$ cat src/rtl/exu_lsu_arb.sv
// Store buffer and load/store arbiter between the EXU and a single LSU port.
// Ports: clock/reset; flush_pipeline; st_* enqueue; cm_store commit;
//        ld_* load request/response; out_* LSU strobes; lsu_* LSU handshake;
//        sq_empty status.
module exu_lsu_arb #(
  parameter int XLEN     = 32,
  parameter int SQ_DEPTH = 4
) (
  input  logic            clock,
  input  logic            reset,
  input  logic            flush_pipeline,
  input  logic            st_valid,
  output logic            st_ready,
  input  logic [XLEN-1:0] st_addr,
  input  logic [XLEN-1:0] st_data,
  input  logic [4:0]      st_alu_op,
  input  logic            cm_store,
  input  logic            ld_req,
  input  logic [XLEN-1:0] ld_addr,
  input  logic [4:0]      ld_alu_op,
  output logic            ld_done,
  output logic [XLEN-1:0] ld_rdata,
  output logic            out_ren,
  output logic            out_wen,
  output logic [XLEN-1:0] out_rwaddr,
  output logic [4:0]      out_alu_op,
  output logic [XLEN-1:0] out_wdata,
  input  logic            lsu_rvalid,
  input  logic [XLEN-1:0] lsu_rdata,
  input  logic            lsu_wready,
  output logic            sq_empty
);

  localparam int PW = $clog2(SQ_DEPTH);
  localparam int CW = PW + 1;
  localparam logic [CW-1:0] FULL = CW'(SQ_DEPTH);

  typedef enum logic [1:0] {
    IDLE,
    STORE,
    LOAD,
    DRAIN
  } state_t;

  logic [XLEN-1:0]     sq_addr [SQ_DEPTH];
  logic [XLEN-1:0]     sq_data [SQ_DEPTH];
  logic [4:0]          sq_op   [SQ_DEPTH];
  logic [SQ_DEPTH-1:0] sq_cm;

  logic [PW-1:0] head;
  logic [PW-1:0] tail;
  logic [PW-1:0] cm_ptr;
  logic [PW-1:0] cm_ptr_n;
  logic [CW-1:0] count;
  logic [CW-1:0] cm_count;
  logic [CW-1:0] cm_count_n;

  logic enq;
  logic cm_ok;
  logic pop;
  logic head_cm;
  logic ld_conflict;

  state_t          state;
  state_t          state_n;
  logic            out_ren_n;
  logic            out_wen_n;
  logic [XLEN-1:0] out_rwaddr_n;
  logic [4:0]      out_alu_op_n;
  logic [XLEN-1:0] out_wdata_n;
  logic            ld_done_n;
  logic [XLEN-1:0] ld_rdata_n;

  assign st_ready = count < FULL;
  assign sq_empty = count == '0;
  assign enq      = st_valid && st_ready && !flush_pipeline;
  // With a full buffer cm_ptr == tail still has an uncommitted entry.
  assign cm_ok    = cm_store && ((cm_ptr != tail) || (count == FULL));
  assign head_cm  = sq_cm[head] && (count != '0);

  // Committed-entry bookkeeping after this cycle's commit and pop;
  // a flush rolls tail/count back to exactly this point.
  assign cm_ptr_n   = cm_ptr + PW'(cm_ok);
  assign cm_count_n = cm_count + CW'(cm_ok) - CW'(pop);

  // A load may not bypass any buffered store to the same word.
  always_comb begin : conflict_b
    logic [PW-1:0] off;
    off         = '0;
    ld_conflict = 1'b0;
    for (int i = 0; i < SQ_DEPTH; i++) begin
      off = PW'(i) - head;
      if (({1'b0, off} < count) &&
          (sq_addr[i][XLEN-1:2] == ld_addr[XLEN-1:2]))
        ld_conflict = 1'b1;
    end
  end

  always_ff @(posedge clock) begin
    if (enq) begin
      sq_addr[tail] <= st_addr;
      sq_data[tail] <= st_data;
      sq_op[tail]   <= st_alu_op;
    end
  end

  always_ff @(posedge clock) begin
    if (reset) begin
      head     <= '0;
      tail     <= '0;
      cm_ptr   <= '0;
      count    <= '0;
      cm_count <= '0;
      sq_cm    <= '0;
    end else begin
      if (enq)
        sq_cm[tail] <= 1'b0;
      if (cm_ok)
        sq_cm[cm_ptr] <= 1'b1;
      if (pop) begin
        sq_cm[head] <= 1'b0;
        head        <= head + 1'b1;
      end
      cm_ptr   <= cm_ptr_n;
      cm_count <= cm_count_n;
      if (flush_pipeline) begin
        tail  <= cm_ptr_n;
        count <= cm_count_n;
      end else begin
        tail  <= tail + PW'(enq);
        count <= count + CW'(enq) - CW'(pop);
      end
    end
  end

  always_comb begin
    state_n      = state;
    out_ren_n    = out_ren;
    out_wen_n    = out_wen;
    out_rwaddr_n = out_rwaddr;
    out_alu_op_n = out_alu_op;
    out_wdata_n  = out_wdata;
    ld_done_n    = 1'b0;
    ld_rdata_n   = ld_rdata;
    pop          = 1'b0;
    unique case (state)
      IDLE: begin
        if (head_cm) begin
          state_n      = STORE;
          out_wen_n    = 1'b1;
          out_rwaddr_n = sq_addr[head];
          out_wdata_n  = sq_data[head];
          out_alu_op_n = sq_op[head];
        end else if (ld_req && !ld_conflict && !flush_pipeline) begin
          state_n      = LOAD;
          out_ren_n    = 1'b1;
          out_rwaddr_n = ld_addr;
          out_alu_op_n = ld_alu_op;
        end
      end
      STORE: begin
        if (lsu_wready) begin
          state_n   = IDLE;
          out_wen_n = 1'b0;
          pop       = 1'b1;
        end
      end
      LOAD: begin
        if (lsu_rvalid) begin
          state_n   = IDLE;
          out_ren_n = 1'b0;
          if (!flush_pipeline) begin
            ld_done_n  = 1'b1;
            ld_rdata_n = lsu_rdata;
          end
        end else if (flush_pipeline) begin
          state_n = DRAIN;
        end
      end
      DRAIN: begin
        if (lsu_rvalid) begin
          state_n   = IDLE;
          out_ren_n = 1'b0;
        end
      end
      default: state_n = IDLE;
    endcase
  end

  always_ff @(posedge clock) begin
    if (reset) begin
      state      <= IDLE;
      out_ren    <= 1'b0;
      out_wen    <= 1'b0;
      out_rwaddr <= '0;
      out_alu_op <= '0;
      out_wdata  <= '0;
      ld_done    <= 1'b0;
      ld_rdata   <= '0;
    end else begin
      state      <= state_n;
      out_ren    <= out_ren_n;
      out_wen    <= out_wen_n;
      out_rwaddr <= out_rwaddr_n;
      out_alu_op <= out_alu_op_n;
      out_wdata  <= out_wdata_n;
      ld_done    <= ld_done_n;
      ld_rdata   <= ld_rdata_n;
    end
  end

endmodule

$ cat config.mk
export PLATFORM = sky130hd
export DESIGN_NAME = exu_lsu_arb
export DESIGN_NICKNAME = d
export VERILOG_FILES = /design/src/rtl/exu_lsu_arb.sv
export SDC_FILE = /design/constraint.sdc
export NUM_CORES = 1
export LEC_CHECK = 0
export BUFFER_PORTS_ARGS = -buffer_cell sky130_fd_sc_hd__buf_2
export CAP_MARGIN = 15
export CORE_MARGIN = 4
export CORE_UTILIZATION = 52
export DETAILED_ROUTE_END_ITERATION = 7
export GPL_TIMING_DRIVEN = 0
export PLACE_DENSITY = 0.76
export SYNTH_ARGS = -nofsm -noshare
export SYNTH_HDL_FRONTEND = slang
export SYNTH_SLANG_ARGS = --single-unit
export TNS_END_PERCENT = 5
$ cat constraint.sdc
create_clock -name clock -period 6.5 [get_ports clock]
set_clock_uncertainty 0.2 [all_clocks]
set_input_delay 0.325 -clock clock [delete_from_list [all_inputs] [get_ports clock]]
set_output_delay 0.325 -clock clock [all_outputs]
set_load 0.005 [all_outputs]
==> flow_summary.toml <==
[sta]
finalHoldViolations = 0
period_minus_slack_ps = 3940
slew_viol_final = 0
setup_viol = 0
final_min_period_over_clock_period = 0.606
tightestPinTransition_ps = 1190
timing.fmax_mhz = 254
slew_headroom = 0.188
grt_setup_unrepaired = "false"
accumulated_negative_setup_slack_ps = 0

[synthesis]
yosys_warnings = 0
synth_seq_cells = 400
synth.avg_cell_area_um2 = 14.1
yosysUniqueCellTypes = 47
syn-cell-area_um2 = 17500
ys_top_cells_by_area = "sky130_fd_sc_hd__edfxtp_1, sky130_fd_sc_hd__dfxtp_1, sky130_fd_sc_hd__mux4_2"
syn_nets = 1402
top_cell_type_s_share_of_synthesized_area = 0.473
seq_area_frac_synth = 0.615
synth_largest_area_cell = "sky130_fd_sc_hd__edfxtp_1"
synth_cells = 1240

[global_routing]
grt_pass1_vias = 12300
grt_start_max_net_pins = 36
grt_remaining_overflow = 0
grt_first_pass_wirelength_mm = 72.6
number_of_antenna_violations_at_the_first_check_in_global_routing = 5
track_usage = 0.261

[floorplan]
die_area_um2 = 36700
initial_core_util = 0.533
fp-row-count = 66
boundaryPins = 252
die_w_um = 192
core_area_um2 = 32900
die-height_um = 192

[place]
port-buffer-count = 221
dpl.cell_count = 1919
post-dp-hpwl_mm = 34.3
routabilityCongestion = 0.886

[setup_path]
critPathCaptureType = "register"
setup.worst_path.class = "register to register"
cp-start-kind = "register"
crit_path_max_incr_delay_ps = 550
critical_path.cell_chain = "buf_2 > buf_1 > inv_1 > ha_1 > inv_1 > ha_1 > a21oi_1 > and3_1 > nor3_2 > buf_2 > a311oi_2 > nor3_1"
cp_data_required_time_ps = 6760
timing.critical_path.fanout_max = 10
slowest_stage = "sky130_fd_sc_hd__buf_1"
timing.critical_path.arrival_ps = 4190

[detailed_routing]
routed_wl_mm = 48.6
drt_pre_antenna_iters = 5
routed_via_density = 5.80
dr_total_vias = 12200
route.detailed.drc = 0
drt.antenna.violating_nets = 0
wire_per_inst_um = 23.1
drt_iter0_drc = 1162

[min_path]
timing.hold.worst.class = "input pin to register"

[finish]
stdcell_count = 2106
fill_cells = 2340
finalNetCount = 1790
utilization = 0.672
flow.area_growth_from_synthesis_pct = 26.1
post_route_cells_drive_above_1_share = 0.297

[run]
maxCapViolCount = 0

[power_and_ir_drop]
power.density_nw_per_um2 = 323
p_leak_uw = 0.00782
finalPower_uw = 7120
vdd_drop_max_uv = 213

[clock_network]
cts_buf_count = 42
clock_tree_from_tritoncts = "yes"
cts.root.buffer_cell = "sky130_fd_sc_hd__clkbuf_16"
cts_post_setup_buffers_inserted = 0
cts.repair.resized = 0
ctsLongestPathBuffers = 3
cts.htree.levels = 2
clock-sinks = 400
post_cts_hold_buffer_count = 106
cts.reportedPaths.clkPinSlew_ps = 60
clk_latency_ps = 540

[status]
status = "completed"
==> placed cells by master (no fill, tap or decap), types with 4 or more instances in the layout <==
cell and count:
sky130_fd_sc_hd__ha_1 14, sky130_fd_sc_hd__buf_16 6, sky130_fd_sc_hd__mux4_2 70, sky130_fd_sc_hd__nand4_1 12
sky130_fd_sc_hd__xor2_1 78, sky130_fd_sc_hd__clkbuf_16 43, sky130_fd_sc_hd__nor4_1 15, sky130_fd_sc_hd__clkinv_1 5
sky130_fd_sc_hd__clkinv_2 8, sky130_fd_sc_hd__a311oi_1 7, sky130_fd_sc_hd__a311oi_2 30, sky130_fd_sc_hd__buf_8 4
sky130_fd_sc_hd__nor4_2 4, sky130_fd_sc_hd__clkbuf_8 4, sky130_fd_sc_hd__a21oi_1 72, sky130_fd_sc_hd__o21a_1 37
sky130_fd_sc_hd__nand3_1 6, sky130_fd_sc_hd__nand2_1 134, sky130_fd_sc_hd__buf_2 261, sky130_fd_sc_hd__inv_1 12
sky130_fd_sc_hd__nor2b_1 43, sky130_fd_sc_hd__buf_1 5, sky130_fd_sc_hd__dfxtp_1 124, sky130_fd_sc_hd__edfxtp_1 276
sky130_fd_sc_hd__nor2_1 20, sky130_fd_sc_hd__dlygate4sd3_1 106, sky130_fd_sc_hd__buf_6 19, sky130_fd_sc_hd__clkbuf_1 60
sky130_fd_sc_hd__bufinv_16 8, sky130_fd_sc_hd__a211oi_1 5, sky130_fd_sc_hd__xnor2_1 50, sky130_fd_sc_hd__nor3_2 22
sky130_fd_sc_hd__nor3_1 22, sky130_fd_sc_hd__a2111oi_0 38
==> path summary, 6_finish.rpt <==
path	start	endpoint	slack, ps	cells after the start
worst max-delay path	head[1]	out_rwaddr[22]	2560	12
worst min-delay path	ld_alu_op[2]	out_alu_op[2]	20	4
worst max register to register	head[1]	out_rwaddr[22]	2560	12
worst min register to register	ld_rdata[14]	ld_rdata[14]	250	2
==> metal layers <==
metal,up-vias,part of all wire,GRT usage
li1,5459,-,-
met1,6051,0.40,0.350
met2,601,0.49,0.438
met3,93,0.084,0.0502
met4,4,0.029,0.0760
met5,-,0.00056,0
==> sequential cells by signal, summed over array words and instances (netlist names), 3 cells and up, named ones only <==
register	cells
sq_cm	4
out_wdata	32
sq_data	128
cm_count	3
count	3
out_rwaddr	32
sq_addr	128
sq_op	20
out_alu_op	5
ld_rdata	32
==> through the flow <==
stage | hold slack (ps) | area, um2 | setup slack, ps
after floorplan | 224 | 17500 | 209
after global placement | 239 | 19200 | -4280
after detailed placement | 245 | 19500 | 2550
after CTS | 4.81 | 22100 | 2530
after global routing | 53.2 | 22100 | 2190
final | 15.2 | 22100 | 2560
==> power by group <==
| part | total [uW] | internal, uW | switching, uW |
|---|---|---|---|
| logic | 1450 | 642 | 808 |
| registers | 3110 | 2970 | 141 |
| clock network | 2560 | 1580 | 983 |
==> synthesized netlist by cell type, drive strengths merged <==
cell	instances
a2bb2oi	1
a2111o	2
a311oi	37
edfxtp	276
xnor2	50
nor4	19
o31ai	1
a2111oi	39
nand2	134
nand4	12
ha	14
inv	15
o2bb2ai	1
a21bo	1
nand2b	3
mux4	70
nor2b	43
a221oi	2
or4	1
nand3	6
fa	2
nor3	44
o41ai	1
a211oi	5
a32oi	1
and3	2
nor3b	2
buf	60
o21ai	2
mux2i	3
nand3b	1
or3	2
dfxtp	124
a21oi	73
xor2	78
o21a	37
clkbuf	55
nor2	21
==> logic make-up (layout without fill, tap and decap cells) <==
| family | count (synthesis) | in the layout | synth area share |
|---|---|---|---|
| DFF | 400 | 400 | 0.615 |
| muxes | 73 | 73 | 0.0917 |
| other | 0 | 3 | 0 |
| xor gates and xnor gates | 128 | 128 | 0.0640 |
| and+or+nand+nor | 290 | 290 | 0.0856 |
| adders and majority gates | 16 | 16 | 0.0123 |
| buffers and inverters | 130 | 551 | 0.0373 |
| AOI/OAI and AO/OA | 203 | 203 | 0.0940 |
==> cell type report <==
cell class                 count  area (um2)  share of cell area
antenna                        3        7.51            0.000340
sequential                   400       10800               0.488
buffer                       115         597              0.0270
clock buffer                  52        1150              0.0521
clock inverter                25         344              0.0156
timing repair buffer         344        2480               0.112
tap                          442         553              0.0251
multi-input combinational    710        6110               0.277
inverter                      15        58.8             0.00266
==> worst max-delay path, delay by kind of cell, from the launching register on <==
kind / cells / cell delay (ps)
simple gates: 3 / 920
compound gates: 2 / 220
buf+inv: 5 / 1470
fa+ha+maj: 2 / 650
flops: 1 / 400
Power figures use the tool's default switching activity.
